$ cat src/rtl/board_io_pkg.sv
// Shared types and constants for the board I/O controller: reset sequencer
// states and the LED levels used for the in-reset blink pattern.
package board_io_pkg;

    typedef enum logic [1:0] {
        RST_HOLD        = 2'd0,
        RST_STRETCH_CNT = 2'd1,
        RUN             = 2'd2
    } seq_state_e;

    localparam logic LED_BLINK_ON  = 1'b1;
    localparam logic LED_BLINK_OFF = 1'b0;

endpackage

$ cat src/rtl/board_io_ctrl_debounce_ch.sv
// One debounced input channel: 2-flop synchroniser, stability counter,
// accepted-level flop and a registered 0->1 pulse aligned with the level change.
module debounce_ch #(
    parameter int CYCLES = 4
) (
    input  logic clk_i,
    input  logic rst_i,
    input  logic raw_i,
    output logic level_o,
    output logic rise_o
);

    localparam int CW = (CYCLES > 1) ? $clog2(CYCLES) : 1;
    localparam logic [CW-1:0] CNT_MAX = CW'(CYCLES - 1);

    logic [1:0]    sync_q;
    logic          stable_q, stable_d;
    logic          rise_q, rise_d;
    logic [CW-1:0] cnt_q, cnt_d;

    always_ff @(posedge clk_i or posedge rst_i) begin
        if (rst_i) begin
            sync_q   <= '0;
            stable_q <= 1'b0;
            rise_q   <= 1'b0;
            cnt_q    <= '0;
        end else begin
            sync_q   <= {sync_q[0], raw_i};
            stable_q <= stable_d;
            rise_q   <= rise_d;
            cnt_q    <= cnt_d;
        end
    end

    // Any reversal back to the stable level restarts the count from zero.
    always_comb begin
        stable_d = stable_q;
        cnt_d    = cnt_q;
        rise_d   = 1'b0;
        if (sync_q[1] == stable_q) begin
            cnt_d = '0;
        end else if (cnt_q == CNT_MAX) begin
            stable_d = sync_q[1];
            cnt_d    = '0;
            rise_d   = sync_q[1];
        end else begin
            cnt_d = cnt_q + CW'(1);
        end
    end

    assign level_o = stable_q;
    assign rise_o  = rise_q;

endmodule

$ cat src/rtl/board_io_ctrl.sv
// Board I/O controller: debounced buttons/switches, PLL-lock driven SoC reset
// sequencer with stretch, and LED drive that blinks while the SoC is in reset.
module board_io_ctrl
    import board_io_pkg::*;
#(
    parameter int NUM_BTN         = 1,
    parameter int NUM_SW          = 16,
    parameter int NUM_LED         = 16,
    parameter int DEBOUNCE_CYCLES = 1000000,
    parameter int RST_STRETCH     = 1024,
    parameter int BLINK_CYCLES    = 25000000
) (
    input  logic               clk_i,
    input  logic               arst_i,
    input  logic               pll_locked_i,
    input  logic [NUM_BTN-1:0] btn_i,
    input  logic [NUM_SW-1:0]  sw_i,
    input  logic [NUM_LED-1:0] led_i,
    output logic [NUM_BTN-1:0] btn_o,
    output logic [NUM_BTN-1:0] btn_rise_o,
    output logic [NUM_SW-1:0]  sw_o,
    output logic               soc_rst_o,
    output logic [NUM_LED-1:0] led_o
);

    localparam int SCW = (RST_STRETCH > 1) ? $clog2(RST_STRETCH) : 1;
    localparam logic [SCW-1:0] STR_MAX = SCW'(RST_STRETCH - 1);
    localparam int BCW = (BLINK_CYCLES > 1) ? $clog2(BLINK_CYCLES) : 1;
    localparam logic [BCW-1:0] BLINK_MAX = BCW'(BLINK_CYCLES - 1);
    localparam logic [NUM_LED-1:0] LED_ON  = {NUM_LED{LED_BLINK_ON}};
    localparam logic [NUM_LED-1:0] LED_OFF = {NUM_LED{LED_BLINK_OFF}};

    // Reset asserts immediately with arst_i but releases on a clock edge.
    logic [1:0] rst_sync_q;
    logic       rst;

    always_ff @(posedge clk_i or posedge arst_i) begin
        if (arst_i) rst_sync_q <= '0;
        else        rst_sync_q <= {rst_sync_q[0], 1'b1};
    end

    assign rst = ~rst_sync_q[1];

    logic [NUM_BTN-1:0] btn_rise_raw;
    logic [NUM_SW-1:0]  sw_rise_unused;

    for (genvar i = 0; i < NUM_BTN; i++) begin : g_btn
        debounce_ch #(.CYCLES(DEBOUNCE_CYCLES)) u_db (
            .clk_i  (clk_i),
            .rst_i  (rst),
            .raw_i  (btn_i[i]),
            .level_o(btn_o[i]),
            .rise_o (btn_rise_raw[i])
        );
    end

    for (genvar i = 0; i < NUM_SW; i++) begin : g_sw
        debounce_ch #(.CYCLES(DEBOUNCE_CYCLES)) u_db (
            .clk_i  (clk_i),
            .rst_i  (rst),
            .raw_i  (sw_i[i]),
            .level_o(sw_o[i]),
            .rise_o (sw_rise_unused[i])
        );
    end

    logic [1:0]     lock_sync_q;
    logic           lock_s;
    seq_state_e     state_q, state_d;
    logic [SCW-1:0] str_cnt_q, str_cnt_d;
    logic           soc_rst_q, soc_rst_d;
    logic [BCW-1:0] blink_q, blink_d;
    logic [NUM_LED-1:0] led_q, led_d;

    assign lock_s = lock_sync_q[1];

    always_ff @(posedge clk_i or posedge rst) begin
        if (rst) begin
            lock_sync_q <= '0;
            state_q     <= RST_HOLD;
            str_cnt_q   <= '0;
            soc_rst_q   <= 1'b1;
            blink_q     <= '0;
            led_q       <= LED_ON;
        end else begin
            lock_sync_q <= {lock_sync_q[0], pll_locked_i};
            state_q     <= state_d;
            str_cnt_q   <= str_cnt_d;
            soc_rst_q   <= soc_rst_d;
            blink_q     <= blink_d;
            led_q       <= led_d;
        end
    end

    // The cycle in which lock is first seen counts as stretch cycle 1, so
    // release lands exactly 2+RST_STRETCH cycles after the raw lock edge.
    always_comb begin
        state_d   = state_q;
        str_cnt_d = str_cnt_q;
        case (state_q)
            RST_HOLD: begin
                str_cnt_d = '0;
                if (lock_s) begin
                    if (RST_STRETCH == 1) begin
                        state_d = RUN;
                    end else begin
                        state_d   = RST_STRETCH_CNT;
                        str_cnt_d = SCW'(1);
                    end
                end
            end
            RST_STRETCH_CNT: begin
                if (!lock_s) begin
                    state_d   = RST_HOLD;
                    str_cnt_d = '0;
                end else if (str_cnt_q == STR_MAX) begin
                    state_d   = RUN;
                    str_cnt_d = '0;
                end else begin
                    str_cnt_d = str_cnt_q + SCW'(1);
                end
            end
            RUN: begin
                str_cnt_d = '0;
                if (!lock_s) state_d = RST_HOLD;
            end
            default: begin
                state_d   = RST_HOLD;
                str_cnt_d = '0;
            end
        endcase
        soc_rst_d = (state_d != RUN);
    end

    always_comb begin
        blink_d = '0;
        led_d   = led_i;
        if (soc_rst_q) begin
            led_d = led_q;
            if (blink_q == BLINK_MAX) begin
                led_d = (led_q == LED_ON) ? LED_OFF : LED_ON;
            end else begin
                blink_d = blink_q + BCW'(1);
            end
        end
    end

    assign btn_rise_o = btn_rise_raw & {NUM_BTN{~soc_rst_q}};
    assign soc_rst_o  = soc_rst_q;
    assign led_o      = led_q;

endmodule

$ cat config.mk
export PLATFORM = sky130hd
export DESIGN_NAME = board_io_ctrl
export DESIGN_NICKNAME = d
export VERILOG_FILES = /design/src/rtl/board_io_pkg.sv /design/src/rtl/board_io_ctrl_debounce_ch.sv /design/src/rtl/board_io_ctrl.sv
export SDC_FILE = /design/constraint.sdc
export NUM_CORES = 1
export LEC_CHECK = 0
export CAP_MARGIN = 20
export CORE_MARGIN = 2
export CORE_UTILIZATION = 65
export DETAILED_ROUTE_END_ITERATION = 8
export PLACE_DENSITY = 0.92
export SLEW_MARGIN = 20
export SYNTH_ARGS = -nofsm -noshare
export SYNTH_HDL_FRONTEND = slang
export SYNTH_SLANG_ARGS = --single-unit
$ cat constraint.sdc
create_clock -name clk_i -period 21.9 [get_ports clk_i]
set_input_delay 3.285 -clock clk_i [delete_from_list [all_inputs] [get_ports clk_i]]
set_output_delay 3.285 -clock clk_i [all_outputs]
set_load 0.1 [all_outputs]
==> results.md, run 1 <==
- Post-Synth XOR/XNOR Area: 0.0991
- Routability Congestion: 0.868
- Crit path max fanout: 37
- Simple logic cell fraction of the synthesized area: 0.253
- Post-Place Worst Slack: 16.48 ns
- Antenna violations before repair: 0
- Worst EP arrival: roughly 2.7 ns
- Worst VDD drop: approximately 0.000071 V
- Die width: 185 µm
- Site Rows: 66
- Final period util: 0.273
- Final WL: between 40000 and 50000 µm
- Hold Fails Final Rpt: 0
- ANT nets after route: 0
- Worst-path clk slew: 0.06 ns
- Nets@finish: around 2300
- Nature of the critical path startpoint: flip-flop
- # H-tree levels: 2
- ANT cells: 0
- Synth Area in Compound Gates: 0.0712
- Unrepaired setup endpoints after global routing: false
- Post-Syn Area: around 21000 µm²
- Synth top area cells: dfrtp_1 (51%), xnor2_1 (6.1%), nor2_1 (5.4%)
- Worst stage delay on the critical path: 1.27 ns
- Post-synth EDFFs: 0
- Area Growth Syn to Fin: 13.2%
- Ys async rst share: 1.00
- Synthesized Nets: 2200
- Post-synthesis cell count: 2145
- Post-CTS Resized: 0
- Final hold slack: 0.281 ns
- Share of cells above drive strength 1: 0.0715
- Clk_lat worst skew: 0.55 ns
- GRT Total Usage: 0.260
- Placed cell count: 2606
- CTS tree: yes
- HPWL Detailed: 27900 µm
- Core Area: 32500 µm²
- IO Count: between 70 and 80
- Slew Limit Fails: 0
- Largest family of logic cells by synthesized area: simple AND/OR/NAND/NOR gates
- Largest net degree at the start of global routing: 198
- Post-synth top area cell: dfrtp_1
- Leakage: 0.00964 µW
- CP Capture Type: output port
- Crit path required time: 18.62 ns
- Crit-path cells: clkdlybuf4s50_1
- Via count: 16400
- Area share of the largest cell type after synthesis: 0.506
- Total gr overflow: 0
- First DRT Iteration DRCs: 1219
- Min-delay worst type: reg -> async
- Remaining DRCs: 0
- Die Ht: approximately 190 µm
- Synth Area in Adders: 0.0111
- Buffers on Ports: 70
- Mux cell area share after synthesis: 0.00895
- TritonCTS Buffers: 47
- Root Buffer: clkbuf_16
- FF+latch count, synth: 450
- Worst R2R Setup Slack: 19.43 ns
- WL per Instance: about 16 µm
- Endpoints failing setup: 0
- Initial Util: 0.659
- Clock period minus worst slack: 5.99 ns
- Slew headroom: 0.312
- Post-CTS setup buffer count: 0
- Slew @ Worst Pin: 1.03 ns
- Post-Route Setup TNS: 0 ns
- First-pass GRT wire length: 75100 µm
- Num Clock Sinks: 450
- Pwr/cell area: about 74 nW/µm²
- Synth Flop Type: dfrtp_1
- Cell family with most CP delay: buffers and inverters
- Post-synth cell types: 56
- TritonRoute pass-1 iters: 6
- Longest Clk Path Bufs: 3
- Vias in the first global route: 16500
- Max cap viols: 0
- Sequential area share after synthesis: 0.527
- YS warnings: 0
- Die footprint: 34400 µm²
- Vias per cell: 6.07
- Post-route setup slack: 15.91 ns
- CP bufs+invs: 1
- Synth Area per Inst: 9.98 µm²
- Crit path kind: reg -> out
- Max Freq: 0.167 GHz
- Clock skew: 0.0132 ns
- Status: completed
- Cell Count, Final, Fillers Out: around 2700
- Critical Path Slowest Stage Cell: clkdlybuf4s50_1
- Hold_buf cts: 0
-- cell usage after synthesis, types with 28 or more instances --
library cell	instances
nand4_1	59
nand2_1	132
and4_1	28
xor2_1	92
dfrtp_1	433
xnor2_1	150
o21ai_0	72
or4_1	69
nor4_1	57
nand3_1	124
inv_1	66
o31ai_1	46
clkbuf_1	31
nor3_1	51
a21oi_1	113
nor2_1	306
or3_1	81
-- cells by family (layout without fill, tap and decap cells) --
kind of cell | after synthesis | in the layout
simple gates | 1017 | 1017
buf+inv | 138 | 246
compound gates | 261 | 261
mux | 17 | 17
xor+xnor | 242 | 242
flops | 450 | 450
fa+ha+maj | 19 | 19
other cells | 1 | 1
-- through the flow --
stage	total power (µW)	utilization	cell area, µm²
after detailed placement	943	0.693	22500
after CTS	1790	0.745	24200
after floorplan	920	-	21400
final	1780	0.746	24200
after global routing	1840	0.746	24200
after global placement	940	0.693	22500
-- report_power, final --
part | switching, µW | leakage, µW | total, µW | internal (µW)
clock network | 319 | 0.000831 | 852 | 533
logic | 47.7 | 0.00274 | 69.8 | 22.1
registers | 13.5 | 0.00607 | 859 | 846
-- cell usage in the layout, fill, tap and decap left out, drive strengths merged, types with 3 or more instances in the layout --
| cell type | count |
|---|---|
| or3 | 81 |
| inv | 66 |
| a211oi | 16 |
| nand3 | 125 |
| and2 | 3 |
| a21oi | 113 |
| o21ai | 79 |
| clkdlybuf4s50 | 70 |
| o41ai | 3 |
| dfstp | 17 |
| nor4b | 15 |
| mux2 | 17 |
| nor3 | 51 |
| nand4b | 12 |
| or4b | 5 |
| xnor2 | 150 |
| or2 | 10 |
| or4 | 70 |
| and3 | 19 |
| clkbuf | 73 |
| dfrtp | 433 |
| clkinv | 7 |
| o31ai | 47 |
| or4bb | 10 |
| bufinv | 7 |
| ha | 19 |
| nor2 | 306 |
| and4 | 28 |
| nand2b | 3 |
| xor2 | 92 |
| nor2b | 20 |
| buf | 23 |
| nand4 | 62 |
| nand2 | 132 |
| nor4 | 58 |
-- sequential cells by signal, summed over array words and instances (netlist names) --
signal	count
blink_q	25
g_btn.u_db.cnt_q	20
g_btn.u_db.level_o	1
g_btn.u_db.rise_o	1
g_btn.u_db.sync_q	2
g_sw.u_db.cnt_q	320
g_sw.u_db.level_o	16
g_sw.u_db.sync_q	32
led_o	16
lock_sync_q	2
rst_sync_q	2
soc_rst_o	1
state_q	2
str_cnt_q	10
-- worst paths after layout --
kind | startpoint | endpoint | depth (start not counted)
hold reg to reg | rst_sync_q[1] | g_sw[6].u_db.sync_q[0] | 0
hold / removal | rst_sync_q[1] | g_sw[6].u_db.sync_q[0] | 0
max in group asynchronous | arst_i | rst_sync_q[1] | 2
setup reg to reg | soc_rst_o | led_o[7] | 4
setup / recovery | soc_rst_o | soc_rst_o | 1
min in group clk_i | g_sw[10].u_db.sync_q[0] | g_sw[10].u_db.sync_q[1] | 0
-- layout make-up --
type | instances | area (µm²)
flip-flops and latches | 450 | 11300
multi-input cells | 1557 | 9530
fillers | 2102 | 8230
clock buffers | 73 | 1440
repair buffers | 93 | 922
well taps | 442 | 553
clock inverters | 14 | 249
inverters | 66 | 248
-- routing by layer --
layer | vias to the layer above | global-route usage | part of all wire | routed length [µm]
met3 | 93 | 0.0358 | 0.039 | 1700
met1 | 8142 | 0.338 | 0.43 | 18500
met2 | 371 | 0.456 | 0.51 | 22000
li1 | 7752 | - | - | -
met4 | 0 | 0.0746 | 0.021 | 923
met5 | - | 0 | 0 | 0
Power figures use the tool's default switching activity.
==> inputs of run 2 (changes only) <==
--- a/config.mk
+++ b/config.mk
@@ -7,9 +7,9 @@
 export LEC_CHECK = 0
 export CAP_MARGIN = 20
 export CORE_MARGIN = 2
-export CORE_UTILIZATION = 65
+export CORE_UTILIZATION = 62
 export DETAILED_ROUTE_END_ITERATION = 8
-export PLACE_DENSITY = 0.92
+export PLACE_DENSITY = 0.88
 export SLEW_MARGIN = 20
 export SYNTH_ARGS = -nofsm -noshare
 export SYNTH_HDL_FRONTEND = slang
==> constraint.sdc (replaced) <==
create_clock -name clk_i -period 6 [get_ports clk_i]
set_input_delay 0.9 -clock clk_i [delete_from_list [all_inputs] [get_ports clk_i]]
set_output_delay 0.9 -clock clk_i [all_outputs]
set_load 0.1 [all_outputs]
==> results.md, run 2 (synthesized netlist as in run 1, its figures left out) <==
- Endpoints failing setup: 0
- Hold_buf cts: 0
- Crit path kind: reg -> out
- Pwr/cell area: between 200 and 300 nW/µm²
- Crit-path cells: clkdlybuf4s50_1
- ANT cells: 0
- Biggest regs: g_sw.u_db.cnt_q: 320 flops, g_sw.u_db.sync_q: 32 flops, blink_q: 25 flops
- Status: completed
- Critical path startpoint: soc_rst_o
- IO Count: 71
- # H-tree levels: 2
- Vias per cell: 5.99
- WL per Instance: 15.5 µm
- Total gr overflow: 0
- Min-delay worst type: reg -> reg
- Final WL: 41800 µm
- Routability Congestion: 0.829
- Die footprint: 36000 µm²
- Clock skew: approximately 0.012 ns
- Largest net degree at the start of global routing: 199
- Final period util: 0.598
- Post-Route Setup TNS: 0 ns
- Clock share of power: 0.473
- Worst EP arrival: between 2 and 3 ns
- Clock period minus worst slack: 3.59 ns
- First DRT Iteration DRCs: 1283
- R2R Path Start: g_sw[0].u_db.cnt_q[10]
- Slew headroom: 0.284
- GRT Total Usage: 0.235
- Worst-path clk slew: about 0.06 ns
- Internal: 5020 µW
- Post-route setup slack: between 2 and 2.5 ns
- Nets@finish: 2268
- Switch Pwr: 1400 µW
- Share of power burned in registers: 0.489
- TritonRoute pass-1 iters: 6
- HPWL Detailed: 26700 µm
- Cell family with most CP delay: buffers and inverters
- Longest Clk Path Bufs: 3
- Crit path required time: 5.10 ns
- Buffers on Ports: 70
- Post-CTS setup buffer count: 0
- CTS tree: yes
- Core Area: 34300 µm²
- Switch share: 0.219
- Die width: 190 µm
- Slew Limit Fails: 0
- Share of cells above drive strength 1: 0.0706
- Leakage: 0.00960 µW
- Worst VDD drop: 0.000286 V
- Worst R2R Setup Slack: 3.45 ns
- Remaining DRCs: 0
- Most flops, register: g_sw.u_db.cnt_q
- Post-Place Worst Slack: 3.00 ns
- Worst stage delay on the critical path: 1.25 ns
- Critical Path Slowest Stage Cell: clkdlybuf4s50_1
- Max cap viols: 0
- Nature of the critical path startpoint: flip-flop
- Worst reg-to-reg path cell count: 5
- Num Clock Sinks: 450
- Commonest non-fill, non-tap cell in the layout: dfrtp_1
- Die Ht: 190 µm
- Root Buffer: clkbuf_16
- Site Rows: 68
- Vias in the first global route: 16000
- Most frequent cells in the layout: dfrtp_1 (432), nor2_1 (306), xnor2_1 (150), nand2_1 (132), nand3_1 (124)
- Crit path depth: 1
- Slew @ Worst Pin: 1.07 ns
- Initial Util: 0.624
- CP Capture Type: output port
- First-pass GRT wire length: 72200 µm
- Max Freq: 0.279 GHz
- TritonCTS Buffers: 48
- Post-CTS Resized: 0
- Antenna violations before repair: 1
- Hold Fails Final Rpt: 0
- Crit path max fanout: 37
- CP Capture Point: soc_rst_o
- Area Growth Syn to Fin: 13.0%
- Max FFs per register: 320
- ANT nets after route: 0
- Unrepaired setup endpoints after global routing: false
- Via count: roughly 16000
- Clk_lat worst skew: 0.56 ns
- Comb pwr share: 0.038
- Crit Reg-Reg Endpoint: g_sw[0].u_db.cnt_q[9]
- CP bufs+invs: 1
-- run 2: layout make-up --
type	instances	area, µm²
sequential	450	11300
fill	2404	10100
multi-input combinational	1557	9530
clock buffer	72	1420
timing repair buffer	90	896
tap	455	569
inverter	66	248
clock inverter	16	226
-- run 2: stage by stage --
stage / utilization / hold WS [ns] / instance area (µm²) / cells / power (µW)
after floorplan: - / 0.331 / 21400 / 2145 / 3350
after global placement: 0.656 / 0.332 / 22500 / 2617 / 3430
after detailed placement: 0.656 / 0.335 / 22500 / 2617 / 3440
after CTS: 0.704 / 0.350 / 24100 / 2705 / 6490
after global routing: 0.705 / 0.356 / 24200 / 2706 / 6660
final: 0.705 / 0.347 / 24200 / 2706 / 6430
-- run 2: how the worst min path moves through the flow --
| stage | cells after the start | end | startpoint | slack, ns |
|---|---|---|---|---|
| 2_1_floorplan | 0 | g_btn[0].u_db.sync_q[1] | g_btn[0].u_db.sync_q[0] | 0.33 |
| 3_3_place_gp | 0 | g_sw[0].u_db.sync_q[1] | g_sw[0].u_db.sync_q[0] | 0.33 |
| 3_5_place_dp | 0 | g_sw[14].u_db.sync_q[1] | g_sw[14].u_db.sync_q[0] | 0.33 |
| 4_1_cts | 0 | g_sw[7].u_db.sync_q[1] | g_sw[7].u_db.sync_q[0] | 0.35 |
| 5_1_grt | 0 | g_sw[1].u_db.sync_q[1] | g_sw[1].u_db.sync_q[0] | 0.36 |
| 6_report | 0 | g_sw[10].u_db.sync_q[1] | g_sw[10].u_db.sync_q[0] | 0.35 |
-- run 2: metal layers --
metal	global-route usage	vias up	share of wire
met5	0	-	0
met4	0.0680	0	0.020
met3	0.0334	78	0.044
met2	0.406	387	0.50
met1	0.310	7996	0.43
li1	-	7737	-
-- run 2: power groups by stage --
stage / combinational, µW / sequential [µW] / clock (µW)
detailed placement: 246 / 3200 / 0
finish: 247 / 3140 / 3040
global route: 277 / 3150 / 3240
global placement: 239 / 3190 / 0
CTS: 250 / 3140 / 3100
floorplan: 93.9 / 3260 / 0
